<file path="src/rtl/game_sequencer.sv">
// game_sequencer: keyboard-driven game state machine with frame/second timer.
//
// Ports:
//   clk          game/VGA clock
//   rst_n_in     asynchronous active-low reset
//   key_code     PS/2 set-2 scan byte, valid when key_valid is high
//   key_valid    one-cycle strobe qualifying key_code
//   vs           VGA vertical sync (clk-synchronous)
//   player_dead  outcome level from the datapath
//   goal_reached outcome level from the datapath
//   dirMove      held W/S/A/D bits {right,left,down,up}; zero outside PLAY
//   gameState    0 IDLE, 1 PLAY, 2 PAUSE, 3 LOSE, 4 WIN
//   game_reset   one-cycle pulse when a new game starts
//   time_left    remaining seconds
//   frame_tick   one-cycle pulse per vs rising edge
module game_sequencer #(
  parameter int FRAMES_PER_SEC = 60,
  parameter int TIME_LIMIT     = 99
) (
  input  logic       clk,
  input  logic       rst_n_in,
  input  logic [7:0] key_code,
  input  logic       key_valid,
  input  logic       vs,
  input  logic       player_dead,
  input  logic       goal_reached,
  output logic [3:0] dirMove,
  output logic [2:0] gameState,
  output logic       game_reset,
  output logic [6:0] time_left,
  output logic       frame_tick
);

  typedef enum logic [2:0] {
    S_IDLE  = 3'd0,
    S_PLAY  = 3'd1,
    S_PAUSE = 3'd2,
    S_LOSE  = 3'd3,
    S_WIN   = 3'd4
  } state_t;

  localparam logic [7:0] K_BRK   = 8'hF0;
  localparam logic [7:0] K_EXT   = 8'hE0;
  localparam logic [7:0] K_W     = 8'h1D;
  localparam logic [7:0] K_S     = 8'h1B;
  localparam logic [7:0] K_A     = 8'h1C;
  localparam logic [7:0] K_D     = 8'h23;
  localparam logic [7:0] K_ENTER = 8'h5A;
  localparam logic [7:0] K_P     = 8'h4D;
  localparam logic [7:0] K_ESC   = 8'h76;

  localparam logic [7:0] FPS_LAST = 8'(FRAMES_PER_SEC - 1);
  localparam logic [6:0] TL_INIT  = 7'(TIME_LIMIT);

  state_t     state, state_nxt;
  logic       start;
  logic       brk_q, ext_q;
  logic [3:0] held_dir;
  logic       held_enter, held_p;
  logic       ev_enter, ev_p, ev_esc;
  logic       vs_q;
  logic [7:0] frame_cnt;

  // Scan decoder. Prefix bytes only arm flags; the next byte consumes them.
  // Extended codes are dropped so e.g. keypad/arrow variants never alias WASD.
  // Enter/P events fire only on the first make so typematic repeats are inert.
  always_ff @(posedge clk or negedge rst_n_in) begin
    if (!rst_n_in) begin
      brk_q      <= 1'b0;
      ext_q      <= 1'b0;
      held_dir   <= '0;
      held_enter <= 1'b0;
      held_p     <= 1'b0;
      ev_enter   <= 1'b0;
      ev_p       <= 1'b0;
      ev_esc     <= 1'b0;
    end else begin
      ev_enter <= 1'b0;
      ev_p     <= 1'b0;
      ev_esc   <= 1'b0;
      if (key_valid) begin
        if (key_code == K_BRK) begin
          brk_q <= 1'b1;
        end else if (key_code == K_EXT) begin
          ext_q <= 1'b1;
        end else begin
          brk_q <= 1'b0;
          ext_q <= 1'b0;
          if (!ext_q) begin
            case (key_code)
              K_W:     held_dir[0] <= !brk_q;
              K_S:     held_dir[1] <= !brk_q;
              K_A:     held_dir[2] <= !brk_q;
              K_D:     held_dir[3] <= !brk_q;
              K_ENTER: begin
                held_enter <= !brk_q;
                ev_enter   <= !brk_q && !held_enter;
              end
              K_P: begin
                held_p <= !brk_q;
                ev_p   <= !brk_q && !held_p;
              end
              K_ESC:   ev_esc <= !brk_q;
              default: ;
            endcase
          end
        end
      end
    end
  end

  // vs rising-edge detector, registered
  always_ff @(posedge clk or negedge rst_n_in) begin
    if (!rst_n_in) begin
      vs_q       <= 1'b0;
      frame_tick <= 1'b0;
    end else begin
      vs_q       <= vs;
      frame_tick <= vs & ~vs_q;
    end
  end

  always_ff @(posedge clk or negedge rst_n_in) begin
    if (!rst_n_in) state <= S_IDLE;
    else           state <= state_nxt;
  end

  // Esc beats everything; in PLAY an outcome beats a pause request.
  always_comb begin
    state_nxt = state;
    start     = 1'b0;
    if (ev_esc) begin
      state_nxt = S_IDLE;
    end else begin
      case (state)
        S_IDLE: if (ev_enter) begin
          state_nxt = S_PLAY;
          start     = 1'b1;
        end
        S_PLAY: begin
          if (player_dead)          state_nxt = S_LOSE;
          else if (goal_reached)    state_nxt = S_WIN;
          else if (time_left == '0) state_nxt = S_LOSE;
          else if (ev_p)            state_nxt = S_PAUSE;
        end
        S_PAUSE: if (ev_p) state_nxt = S_PLAY;
        S_LOSE, S_WIN: if (ev_enter) state_nxt = S_IDLE;
        default: state_nxt = S_IDLE;
      endcase
    end
  end

  // Frame/second timer, only running in PLAY; time_left saturates at 0.
  always_ff @(posedge clk or negedge rst_n_in) begin
    if (!rst_n_in) begin
      frame_cnt  <= '0;
      time_left  <= TL_INIT;
      game_reset <= 1'b0;
    end else begin
      game_reset <= start;
      if (start) begin
        frame_cnt <= '0;
        time_left <= TL_INIT;
      end else if (state == S_PLAY && frame_tick) begin
        if (frame_cnt == FPS_LAST) begin
          frame_cnt <= '0;
          if (time_left != '0) time_left <= time_left - 7'd1;
        end else begin
          frame_cnt <= frame_cnt + 8'd1;
        end
      end
    end
  end

  assign gameState = state;
  assign dirMove   = (state == S_PLAY) ? held_dir : 4'b0000;

endmodule

</file>
<file path="config.mk">
export PLATFORM = sky130hd
export DESIGN_NAME = game_sequencer
export DESIGN_NICKNAME = d
export VERILOG_FILES = /design/src/rtl/game_sequencer.sv
export SDC_FILE = /design/constraint.sdc
export NUM_CORES = 1
export LEC_CHECK = 0
export ABC_AREA = 1
export BUFFER_PORTS_ARGS = -buffer_cell sky130_fd_sc_hd__clkbuf_2
export CAP_MARGIN = 30
export CELL_PAD_IN_SITES_DETAIL_PLACEMENT = 0
export CELL_PAD_IN_SITES_GLOBAL_PLACEMENT = 1
export CORE_AREA = 2 2 74 76
export CTS_CLUSTER_DIAMETER = 200
export DETAILED_ROUTE_END_ITERATION = 10
export DIE_AREA = 0 0 76 78
export GPL_TIMING_DRIVEN = 0
export MAX_ROUTING_LAYER = met4
export PLACE_DENSITY_LB_ADDON = 0.3
export SLEW_MARGIN = 25
export SYNTH_ARGS = -nofsm -noshare
export SYNTH_HDL_FRONTEND = slang
export SYNTH_SLANG_ARGS = --single-unit
</file>
<file path="constraint.sdc">
create_clock -name clk -period 1.61 [get_ports clk]
set_clock_uncertainty 0.1 [all_clocks]
set_input_delay 0.483 -clock clk [delete_from_list [all_inputs] [get_ports clk]]
set_output_delay 0.483 -clock clk [all_outputs]
set_load 0.02 [all_outputs]
</file>
### Word-level counts from Yosys, hierarchy flattened

Index checks and enable logic that the tools add are counted.

* flip-flop bits (word level): 32
* input port bits: 14
* output and inout bits: 16
* logic and storage cells: 104

* add/subtract/negate cells: 2
* equality and inequality tests: 19
* multiplexer cells: 38
* bitwise gates (word level): 5
* reduce and logical (&&, ||, !) cells: 23

Operators with widths (count)
* 5-bit AND reduction: 6
* 7-bit two-way mux: 4
* 8-bit by 5-bit equality test with 1-bit output (second input constant): 3
* 8-bit by 7-bit equality test with 1-bit output (second input constant): 3
* 3-bit two-way mux: 8
* 8-bit two-way mux: 3
* 1-bit two-way mux: 21
* 8-bit by 6-bit equality test with 1-bit output (second input constant): 2
* 8-bit equality test (second input constant): 2
* 3-bit one-hot mux with 4 select lines: 1
* 3-bit != test (second input constant): 3
* 8-bit by 1-bit adder with 8-bit output (second input constant): 1
* 7-bit zero test: 1
* 7-bit nonzero test: 1
* 7-bit by 1-bit subtractor with 7-bit output (second input constant): 1
* 3-bit by 2-bit equality test with 1-bit output (second input constant): 2
* 6-bit != test (second input constant): 1
* 2-bit nonzero test: 3
* 4-bit two-way mux: 1
* 1-bit inverter: 4
* 2-bit AND reduction: 2
* 4-bit AND reduction: 1
* 3-bit by 1-bit equality test with 1-bit output (second input constant): 1
* 3-bit equality test (second input constant): 1
* other kinds (7): 11

### Depth between registers and ports, before layout

* depth in word-level cells: 7
* mapped depth: 10
* depth with buffers taken out: 10

### Least setup slack after synthesis

OpenSTA, ideal clock, no wires.

* path type: reg-to-output
* start: register state[1] (netlist: gameState[1])
* end: output dirMove[0]
* data arrival time: 1.048 ns
* data required time: 1.027 ns
* path slack: -0.021 ns
* cell stages (with the launch flop): 4
* path buffers: 0
* cell sequence: dfrtp_1 -> inv_2 -> nand3_2 -> nor2_1

* word-level cells in the longest chain between the ends: 2

Ends and longest elaborated chain
* start, declared: RTL line 55 `state_t state, state_nxt;`
* start signal, assigned: RTL line 125 `else state <= state_nxt;`
* 3-bit by 1-bit equality test with 1-bit output: RTL line 176 `assign dirMove = (state == S_PLAY) ? held_dir : 4'b0000;`
* 4-bit two-way mux: RTL line 176
* end, declared: RTL line 27 `output logic [3:0] dirMove,`

Every way passes these cells.

### Worst setup path in the final report

* start: register state[1] (netlist: gameState[1])
* end: output dirMove[2]

The elaborated chain is that of the path after synthesis.

==> key figures <==
Timing
  – Final worst path period share: 110%
  – Hold Vio Cnt, Final: 0
  – Max Slew Vio Count: 0
  – Worst slew pin tran: 0.802 ns
  – RSZ-0062 raised after global routing: true
  – Post-layout min period: 1.78 ns
  – Max_slew headroom: 46.5%
  – Setup Total Neg Slack: -1.17 ns
  – Setup WS post-layout: -0.166 ns
  – Final setup violation count: 18
  – Achievable frequency: approximately 560 MHz

Cells and area
  – Layout cells sized above 1: roughly a quarter
  – Fin util: 50.9%
  – Final net count: between 300 and 400
  – # diodes: 0
  – Fillers: 491
  – Final instance area: 2570 sq um
  – Area Overhead vs Synth: 28.4%

Floorplanning
  – Die ar.: 5930 sq um
  – Core area: a little over 5000 sq um
  – # IOs: 30
  – Die X: 76 um
  – Rows: 26
  – Starting Density: between 30% and 40%
  – Die Y: approximately 78 um

Route
  – Post-route ant nets: 0
  – Post-Route WL: around 4.5 mm
  – DRC: 0
  – Drt wl/cell: roughly 11 um
  – First-pass DRT Iterations: 4
  – Vias per cell: about 4.7
  – Vias: roughly 1900
  – DRT iter0 DRCs: just under 80

Synth
  – Synth top cells by count: nand2_1, nor2_1, inv_1
  – Count leader, synth: nand2_1
  – Main synth FF type: dfrtp_1
  – Post-synth EDFFs: 0
  – Synth Register Bits: 32
  – Syn avg cell area: around 7 sq um
  – Top cell type's share of synthesized area: a little over a third
  – Distinct cells, synth: 27
  – Mapped Nets: 304
  – Mapped Cells: around 290
  – Synth warn: 0
  – Synth top area cells: dfrtp_1, nand2_1, nor2_1
  – Ys async rst share: 100%
  – Mapped Area: roughly 2000 sq um
  – Area leader, netlist: dfrtp_1
  – Sequential element share of the synthesized area: approximately two fifths

Power and ir drop
  – Clock Power Share: 29.4%
  – Psw: between 0.8 and 0.9 mW
  – Static Leak: between 1 and 1.5 nW
  – Comb pwr share: 32.4%
  – Power density over cell area: between 1000 and 1500 nW/um^2
  – Power Internal: ~1.7 mW
  – Sw Ratio: around a third
  – Sequential Power Share: between 30% and 40%
  – IR drop worst, VDD: between 0.5 and 0.6 mV

Clock network
  – Worst skew pair latency: approximately 0.28 ns
  – H-tree levels: 2
  – TritonCTS clock tree: built
  – CTS Root Cell: clkbuf_8
  – Clock Path Buffers: 2
  – Total CTS buffers: 5
  – Clk pin slew, worst setup/hold paths: roughly 0.07 ns
  – Hold Buf Count CTS: 0
  – Clk sink count: 32

Placement
  – Pre-CTS setup slack: -0.0931 ns
  – Post-DP Area: 2230 sq um
  – Final Wtd Congestion: 0.826
  – DP HPWL: between 3 and 4 mm
  – IO Port Bufs: 29

Worst setup path
  – R2r setup slk: -0.08 ns
  – Buf+Inv Stages, Crit Path: 2
  – FF-to-FF Start: gameState[1]
  – CP Data Required Time: around 1 ns
  – Reg2reg path depth: 11
  – CP max-delay cell: dfrtp_2
  – R2r endpoint: frame_cnt[5]
  – Crit. End Element: output pin
  – Cells along the critical path: inv_2 -> nand3_4 -> nor2_2 -> clkbuf_8
  – Critical Path Max Stage Delay: 0.42 ns
  – Worst setup SP type: flop
  – Top delay family on crit path: flip-flops
  – Kind of critical path: reg -> out
  – Max FO, Critical Path: 5
  – Data arrival, critical path: roughly 1.2 ns

Global routing
  – Final global-route overflow total: 0
  – Total GRT Usage: 17.4%
  – Vias in the first global route: 1895
  – M3 GR Usage: between 3 and 4%
  – Largest net degree at the start of global routing: 33
  – Initial antenna violation count: 0
  – First-pass GRT wire length: a little over 8 mm
  – Global route hottest layer: met2
  – Met1 Usage GRT: approximately 22%
  – Met2 usage: 27.9%

Status
  – Outcome: finished with violations
  – Violated checks: negative setup slack

Worst hold path
  – Hold WC Path Type: in -> async

Run
  – Max-Cap Viols: 0
[power groups by stage]
| stage | Combinational [mW] | Sequential (mW) | Clock [mW] |
|---|---|---|---|
| after floorplan | 0.411 | 1.02 | 0 |
| after global placement | 0.610 | 0.997 | 0 |
| after detailed placement | 0.619 | 1.00 | 0 |
| after CTS | 0.751 | 0.984 | 0.783 |
| after global routing | 0.958 | 1.00 | 0.825 |
| final | 0.835 | 0.986 | 0.758 |
[sequential cells by signal, indices dropped and copies added (netlist names), 3 cells and up]
register   count
frame_cnt      8
time_left      7
held_dir       4
gameState      3
[metrics by stage]
stage / hold WS, ns / cells / power, mW
after CTS: 0.201 / 401 / 2.52
after global routing: 0.216 / 406 / 2.78
after detailed placement: 0.289 / 386 / 1.62
final: 0.173 / 406 / 2.58
after global placement: 0.283 / 386 / 1.61
after floorplan: 0.0874 / 287 / 1.43
[cells in the final DEF (no fill, tap or decap), types with 2 or more instances in the layout]
master	count
buf_6	4
nand3_4	3
nor3_1	5
buf_4	13
nand2_2	4
a21oi_1	7
inv_1	33
inv_4	2
nor2_1	36
clkbuf_8	8
dfrtp_2	3
nand4_1	7
dfstp_2	4
o21ai_0	4
dfrtp_1	25
clkbuf_2	21
nand3_1	29
nand2_4	4
nor2_2	8
xor2_1	2
o21ai_1	2
nand2_1	91
inv_2	3
[worst reg2reg max path, stage by stage (launching register included)]
cell	delay, ns
dfrtp_2	0.42
inv_2	0.08
nand3_4	0.12
buf_4	0.17
buf_6	0.11
inv_4	0.08
nand2_2	0.06
nand2_4	0.14
buf_6	0.14
nand3_1	0.06
nand2_1	0.06
nor2_1	0.04
[cell families (layout without fill, tap and decap cells)]
family | Yosys count | count (layout) | share of synthesized area (%)
simple gates | 195 | 195 | 44.6
buf+inv | 40 | 89 | 8.26
flops | 32 | 32 | 40.3
compound gates | 14 | 14 | 3.63
fa+ha+maj | 3 | 3 | 1.88
xor+xnor | 3 | 3 | 1.31
[repair_timing]
item	CTS	global route
resized for setup	18	29
pin swaps	1	5
gates cloned	0	1
setup endpoints to repair	14	32
setup buffers	7	4
[how the worst max path moves through the flow]
stage / depth (start not counted) / start / to
finish: 4 / gameState[1] / dirMove[2]
CTS: 4 / gameState[1] / dirMove[2]
floorplan: 3 / gameState[1] / dirMove[0]
global placement: 9 / key_code[7] / held_dir[1]
detailed placement: 9 / key_code[7] / held_dir[1]
global route: 4 / gameState[1] / dirMove[2]
[layout make-up]
| cell class | count | area [sq um] | share of cell area (%) |
|---|---|---|---|
| inverters | 38 | 148 | 5.75 |
| multi-input cells | 215 | 1100 | 43.0 |
| clock buffers | 6 | 72.6 | 2.83 |
| repair buffers | 41 | 285 | 11.1 |
| well taps | 70 | 87.6 | 3.41 |
| clock inverters | 2 | 35.0 | 1.36 |
| plain buffers | 2 | 26.3 | 1.02 |
| flip-flops and latches | 32 | 810 | 31.5 |
[layer usage]
metal  part of all wire (%)  wire (um)  up-vias
met1                     49       2220      857
li1                       -          -      997
met4                    1.9         84        0
met2                     45       2050       40
met3                    3.9        177       13
met5                      0          0        -
(Power assumes the default switching activity.)
